[src/rtl/aes_rkey_store.sv]
// aes_rkey_store: AES round-key storage, loaded by the key expander and read by the round FSM
// Ports: clk, reset (async, active-high); mode/load_start/flush control a schedule load;
// wr_valid/wr_key/wr_ready take keys from the expander; rd_req/rd_round/enc_dec request a key;
// rd_valid/rd_key/rd_err answer one cycle later; load_done pulses after the last key; nr is the round count.
// AES_RKEY_ZEROIZE_EN: flush and reload wipe every entry through a ZERO state before continuing.
module aes_rkey_store #(
  parameter int KEY_W = 128,
  parameter int DEPTH = 15
) (
  input  logic             clk,
  input  logic             reset,
  input  logic [1:0]       mode,
  input  logic             load_start,
  input  logic             flush,
  input  logic             wr_valid,
  input  logic [KEY_W-1:0] wr_key,
  output logic             wr_ready,
  input  logic             rd_req,
  input  logic [3:0]       rd_round,
  input  logic             enc_dec,
  output logic             rd_valid,
  output logic [KEY_W-1:0] rd_key,
  output logic             rd_err,
  output logic             load_done,
  output logic [3:0]       nr
);
`ifdef AES_RKEY_ZEROIZE_EN
  typedef enum logic [1:0] {IDLE, LOAD, FULL, ZERO} state_t;
  logic [3:0] z_ptr;
  logic       z_load;
`else
  typedef enum logic [1:0] {IDLE, LOAD, FULL} state_t;
`endif
  state_t           state;
  logic [1:0]       mode_q;
  logic [3:0]       wr_ptr, last, idx;
  logic [KEY_W-1:0] mem [DEPTH];
  logic             bad_mode, restart, wr_en, rd_ok;
  assign last     = 4'd10 + {1'b0, mode_q, 1'b0};
  assign bad_mode = !flush && load_start && mode == 2'b11;
  assign restart  = !flush && load_start && mode != 2'b11;
  // a load request or flush in the same cycle pre-empts writes and reads
  assign wr_en    = !flush && !load_start && state == LOAD && wr_valid;
  assign rd_ok    = !flush && !load_start && state == FULL && rd_req && rd_round <= nr;
  assign idx      = enc_dec ? nr - rd_round : rd_round;
  assign wr_ready = state == LOAD;
  always_ff @(posedge clk or posedge reset)
    if (reset) begin
      state     <= IDLE;
      wr_ptr    <= '0;
      nr        <= '0;
      mode_q    <= '0;
      rd_valid  <= 1'b0;
      rd_err    <= 1'b0;
      load_done <= 1'b0;
      rd_key    <= '0;
`ifdef AES_RKEY_ZEROIZE_EN
      z_ptr     <= '0;
      z_load    <= 1'b0;
`endif
    end else begin
      rd_valid  <= rd_ok;
      rd_err    <= (rd_req && !rd_ok) || bad_mode;
      rd_key    <= rd_ok ? mem[idx] : '0;
      load_done <= wr_en && wr_ptr == last;
      if (flush) begin
        wr_ptr <= '0;
        nr     <= '0;
`ifdef AES_RKEY_ZEROIZE_EN
        state  <= ZERO;
        z_ptr  <= '0;
        z_load <= 1'b0;
`else
        state  <= IDLE;
`endif
      end else if (bad_mode) begin
        state  <= IDLE;
        wr_ptr <= '0;
        nr     <= '0;
      end else if (restart) begin
        mode_q <= mode;
        wr_ptr <= '0;
        nr     <= '0;
`ifdef AES_RKEY_ZEROIZE_EN
        state  <= state == IDLE ? LOAD : ZERO;
        z_ptr  <= '0;
        z_load <= 1'b1;
`else
        state  <= LOAD;
`endif
      end else if (wr_en) begin
        wr_ptr <= wr_ptr + 4'd1;
        if (wr_ptr == last) begin
          state <= FULL;
          nr    <= last;
        end
      end
`ifdef AES_RKEY_ZEROIZE_EN
      else if (state == ZERO) begin
        z_ptr <= z_ptr + 4'd1;
        if (z_ptr == 4'(DEPTH - 1)) state <= z_load ? LOAD : IDLE;
      end
`endif
    end
  // key storage is deliberately not reset
  always_ff @(posedge clk)
`ifdef AES_RKEY_ZEROIZE_EN
    if (state == ZERO) mem[z_ptr] <= '0;
    else
`endif
    if (wr_en) mem[wr_ptr] <= wr_key;
endmodule

[config.mk]
export PLATFORM = sky130hd
export DESIGN_NAME = aes_rkey_store
export DESIGN_NICKNAME = d
export VERILOG_FILES = /design/src/rtl/aes_rkey_store.sv
export SDC_FILE = /design/constraint.sdc
export NUM_CORES = 2
export LEC_CHECK = 0
export CORE_MARGIN = 1.5
export CORE_UTILIZATION = 40
export CTS_BUF_LIST = sky130_fd_sc_hd__clkbuf_16
export CTS_CLUSTER_DIAMETER = 40
export DETAILED_ROUTE_END_ITERATION = 12
export PLACE_DENSITY = 0.67
export REMOVE_ABC_BUFFERS = 1
export SLEW_MARGIN = 20
export SYNTH_ARGS = -nofsm -noshare
export SYNTH_HDL_FRONTEND = slang
export SYNTH_SLANG_ARGS = --single-unit
[constraint.sdc]
create_clock -name clk -period 13.5 [get_ports clk]
set_input_delay 4.05 -clock clk [delete_from_list [all_inputs] [get_ports clk]]
set_output_delay 4.05 -clock clk [all_outputs]
set_load 0.01 [all_outputs]
### After elaboration in Yosys (flattened, before gate mapping)

Memory sizes are Yosys's and may differ from the RTL's.
Index checks and enable logic that the tools add are counted.

| storage, ports and cells | value |
|---|---|
| flip-flop bits (word level) | 143 |
| bits in writable memories | 1,920 |
| memories kept | 1 |

Memory list:

| memory | words | width | rd ports | clocked after memory_dff | write ports | line | source |
|---|---|---|---|---|---|---|---|
| mem | 15 | 128 | 1 | 0 | 1 | 37 | `logic [KEY_W-1:0] mem [DEPTH];` |

| cells by class | value |
|---|---|
| $add $sub $neg | 3 |
| magnitude comparators | 1 |
| equal/unequal tests | 5 |
| muxes and demuxes | 18 |
| bitwise gates (word level) | 2 |
| reductions and logical operators | 19 |

Operator list:

| operator | number |
|---|---|
| two-way mux 128 bit | 1 |
| two-way mux 4 bit | 10 |
| logical AND 1 bit | 11 |
| two-way mux 2 bit | 5 |
| nonzero test 4 bit | 2 |
| adder 4 x 1 -> 4 bit (second input constant) | 1 |
| adder 4 x 3 -> 4 bit (first input constant) | 1 |
| equality test 2 bit (second input constant) | 2 |
| equality test 4 bit | 1 |
| <= comparator 4 bit | 1 |
| subtractor 4 bit | 1 |
| zero test 1 bit | 3 |
| AND reduction 3 bit | 1 |
| equality test 2 x 1 -> 1 bit (second input constant) | 1 |
| two-way mux 1 bit | 2 |
| inequality test 2 bit (second input constant) | 1 |
| inverter 1 bit | 2 |
| AND reduction 2 bit | 1 |
| logical OR 1 bit | 1 |

### Logic depth before layout (Yosys ltp)

| logic depth | value |
|---|---|
| depth after elaboration | 8 |
| depth in mapped cells | 14 |

### Worst setup path after synthesis

Ideal clock, no wire load.

| path | value |
|---|---|
| kind | input to register |
| start point | input load_start |
| end point | memory mem[4][0], enable pin |
| setup time | 503 ps |
| data arrival time | 7,808 ps |
| data required time | 12,997 ps |
| slack | 5,189 ps |
| stages on the path | 6 |
| cell sequence | or2_1 > clkbuf_1 > nor2_4 > nand2_1 > nor2_1 > and2_1 |

| between the ends | value |
|---|---|
| cells in the longest elaborated chain, start to end | 6 |

Ends and longest elaborated chain:

| what | line | source |
|---|---|---|
| start: declaration | 13 | `input logic load_start,` |
| zero test 1 bit | 43 | `assign wr_en = !flush && !load_start && state == LOAD && wr_valid;` |
| logical AND 1 bit (3 in a row) | 43 |  |
| two-way mux 1 bit | 111 | `if (wr_en) mem[wr_ptr] <= wr_key;` |
| two-way mux 1 bit (implied by the code) | 111 |  |
| end: declaration | 37 |  |

No other way between the ends.

### Worst setup path after layout

| path | value |
|---|---|
| start point | input load_start |
| end point | memory mem[0][111], enable pin |

The elaborated chain is that of the path after synthesis.

==> reports/qor.yml <==
placement:
  buffer_ports.inserted: 275
  dpl.hpwl_mm: 90.74
  finalWeightedCongestion: 0.7189
global_route:
  grt_first_pass_wirelength_mm: 273.9
  grt_pass1_vias: 40100
  grt_overflow_total: 0
  grt_antenna_before_repair: 33
  grt_use_total_pct: 18.91
  grt_max_degree: 161
floorplanning:
  boundaryPins: 277
  horiz_die_dim_um: 445.9
  core_area_mm2: 0.1950
  start_util_pct: 40.24
  design.die.area_mm2: 0.1988
  fp.dieH_um: 445.9
  floorplan.rows: 162
timing:
  drv_slew: 0
  final.setup_skew_ps: 56.45
  rsz0062_at_grt: "no"
  worst-slew-pin-transition_ps: 1079
  worst_case_headroom_to_the_max_slew_limit_pct: 28.08
  worst_case_hold_slack_ps: 518.0
  setup_viol_count_final: 0
  timing.final.crit_period_ps: 7451
  hold_viol: 0
  fmax_ghz: 0.1342
  final_min_period_over_clock_period_pct: 55.19
synthesis:
  postSynthRegisterBits: 2062
  synth_edf_count: 1920
  post_synth_inst_count: 3946
  synth-warning-count: 0
  synth_cell_type_count: 46
  synthesis.area_mm2: 0.07847
  synth-main-ff-cell: "sky130_fd_sc_hd__edfxtp_1"
  postSynth.asyncResetShare_pct: 6.887
  synth_sequential_area_ratio_pct: 78.00
  syn_avg_cell_area_um2: 19.89
routing:
  antenna_left: 0
  routed_wl_mm: 189.2
  drt-vias-per-instance: 5.466
  drt-initial-drc-count: 3558
  routed-via-count: 39390
  drt_pass1_iterations: 7
  drc_viols: 0
  routed_wire_length_per_instance_um: 26.25
status:
  outcome: "finished clean"
worst_setup_path:
  worstSetupPathType: "input port to flop"
  count_of_buffering_cells_on_the_critical_path_with_inverters_included: 3
  critical_path_cell_sequence: "clkdlybuf4s50_1 > or2_1 > nor4_1 > and2_4 > buf_4 > buf_4"
  timing.critical_path.mode_cell: "sky130_fd_sc_hd__buf_4"
  setup.worst_path.end_class: "flop"
  family_of_cells_with_the_greatest_summed_delay_on_the_critical_path: "buffers and inverters"
  crit_path_max_fanout: 42
  crit_slowest_cell: "sky130_fd_sc_hd__buf_4"
  delay_of_the_slowest_critical_path_stage_ps: 800
  critPathArrivalTime_ps: 7960
  type_of_element_launching_the_critical_path: "input port"
  worstPathRequired_ps: 14010
finish:
  growth_of_design_area_from_synthesis_to_finish_pct: 19.36
  final_net_count: 4503
  n_fill_cell: 15940
  multi_input_comb_area_mm2: 0.01596
  final_common_cell: "sky130_fd_sc_hd__edfxtp_1"
  layout.cells.most_common_list: "sky130_fd_sc_hd__edfxtp_1, sky130_fd_sc_hd__mux2i_1, sky130_fd_sc_hd__clkbuf_16, sky130_fd_sc_hd__clkdlybuf4s50_1, sky130_fd_sc_hd__nand2_1"
  sequential_cell_area_mm2: 0.06121
  drive_above_1_share_pct: 17.97
clock_network:
  cts_sinks: 2062
  holdBufCountCts: 0
  clock_insertion_delay_worst_skew_ps: 930
  cts_post_setup_buffers_inserted: 0
  buffers_from_clock_root_to_sink_at_most: 4
  cts_htree_levels: 5
  clk_pin_slew_ps: 50
  clockRootBuffer: "sky130_fd_sc_hd__clkbuf_16"
  cts_tree: "done"
  cts_repair_resize_count: 0
  cts_made_buffers: 300
power_and_ir_drop:
  vdd_ir_drop_max_mv: 0.1465
  power_total_w: 0.01513
  p_per_area_mw_per_mm2: 161.5
  leakage_power_nw: 31.81
job:
  max-cap-violations: 0
hold_path:
  min_path_type: "flop to flop"
[metal layers]
layer	wire, um	global-route usage (%)
met3	13290	4.034
met2	91350	30.18
met1	80580	26.34
met4	3822	5.049
met5	139	0
[synthesized netlist by cell type (2+ instances only)]
master | n | area (um^2)
sky130_fd_sc_hd__a21oi_1 | 130 | 650.6
sky130_fd_sc_hd__and2_1 | 12 | 75.07
sky130_fd_sc_hd__and4_1 | 3 | 26.28
sky130_fd_sc_hd__buf_1 | 9 | 33.78
sky130_fd_sc_hd__buf_2 | 131 | 655.6
sky130_fd_sc_hd__buf_4 | 12 | 90.09
sky130_fd_sc_hd__buf_6 | 12 | 135.1
sky130_fd_sc_hd__buf_8 | 10 | 150.1
sky130_fd_sc_hd__clkbuf_1 | 70 | 262.8
sky130_fd_sc_hd__dfrtp_1 | 142 | 3553
sky130_fd_sc_hd__edfxtp_1 | 1920 | 57660
sky130_fd_sc_hd__ha_1 | 9 | 112.6
sky130_fd_sc_hd__inv_1 | 12 | 45.04
sky130_fd_sc_hd__mux2i_1 | 512 | 5125
sky130_fd_sc_hd__mux4_2 | 257 | 5788
sky130_fd_sc_hd__nand2_1 | 264 | 991.0
sky130_fd_sc_hd__nand3_1 | 132 | 660.6
sky130_fd_sc_hd__nand3b_1 | 3 | 22.52
sky130_fd_sc_hd__nor2_1 | 12 | 45.04
sky130_fd_sc_hd__nor2_4 | 2 | 22.52
sky130_fd_sc_hd__nor2b_1 | 2 | 12.51
sky130_fd_sc_hd__o21a_1 | 4 | 30.03
sky130_fd_sc_hd__o21ai_0 | 2 | 10.01
sky130_fd_sc_hd__o21ai_1 | 5 | 25.02
sky130_fd_sc_hd__o31ai_1 | 128 | 960.9
sky130_fd_sc_hd__o32ai_1 | 126 | 1104
sky130_fd_sc_hd__or2_1 | 2 | 12.51
sky130_fd_sc_hd__xnor2_1 | 2 | 17.52
sky130_fd_sc_hd__xor2_1 | 4 | 35.03
[area by class of cell]
| class | instances | share of cell area, % |
|---|---|---|
| clock buffer | 308 | 8.229 |
| timing repair buffer | 349 | 3.684 |
| inverter | 13 | 0.06145 |
| antenna | 8 | 0.02137 |
| multi-input combinational | 1626 | 17.04 |
| clock inverter | 217 | 2.112 |
| sequential | 2062 | 65.35 |
| tap | 2624 | 3.505 |
[worst register-to-register path: cells and delay by family, from the launching register on]
family	cells	cell delay (ps)
simple gates	3	1870
buf+inv	2	1510
flops	1	400
[cell families (layout without fill, tap and decap cells)]
family / Yosys count / in the layout / share of synthesized area, %
AOI/OAI and AO/OA: 402 / 402 / 3.631
DFF: 2062 / 2062 / 78.00
buffers and inverters: 258 / 887 / 1.781
other: 1 / 9 / 0.004779
muxes: 769 / 769 / 13.91
and+or+nand+nor: 438 / 438 / 2.438
xor gates and xnor gates: 6 / 6 / 0.06697
adders and majority gates: 10 / 10 / 0.1690
[stage by stage]
| step | std cells | setup WS (ps) | area, um^2 | utilization (%) | TNS [ps] |
|---|---|---|---|---|---|
| after floorplan | 3701 | -5388 | 77120 | - | -682540 |
| after global placement | 6674 | 5120 | 83960 | 43.06 | 0 |
| after detailed placement | 6674 | 5144 | 83960 | 43.06 | 0 |
| after CTS | 7199 | 6123 | 93640 | 48.02 | 0 |
| after global routing | 7204 | 5863 | 93650 | 48.03 | 0 |
| final | 7207 | 6049 | 93660 | 48.03 | 0 |
[final timing paths]
kind,slack (ps),depth (start not counted),endpoint,start
min in group asynchronous,3580,2,rd_key[44]$_DFF_PP0_,reset
hold / removal,520,2,mode_q[1]$_DFFE_PP0P_,mode_q[1]$_DFFE_PP0P_
max in group asynchronous,8610,3,rd_key[24]$_DFF_PP0_,reset
hold reg to reg,520,2,mode_q[1]$_DFFE_PP0P_,mode_q[1]$_DFFE_PP0P_
setup / recovery,6050,6,mem[0][111]$_DFFE_PP_,load_start
setup reg to reg,9280,5,mem[0][111]$_DFFE_PP_,state[1]$_DFFE_PP0P_
[sequential cells by signal, indices dropped and copies added (netlist names)]
| register | flops |
|---|---|
| load_done | 1 |
| mode_q | 2 |
| state | 2 |
| nr | 3 |
| rd_valid | 1 |
| rd_key | 128 |
| rd_err | 1 |
| mem | 1920 |
| wr_ptr | 4 |
[power breakdown]
part / internal (W) / switching, W
Sequential: 0.00699 / 0.00000302
Clock: 0.00463 / 0.00285
Combinational: 0.000250 / 0.000404
Power figures use the tool's default switching activity.
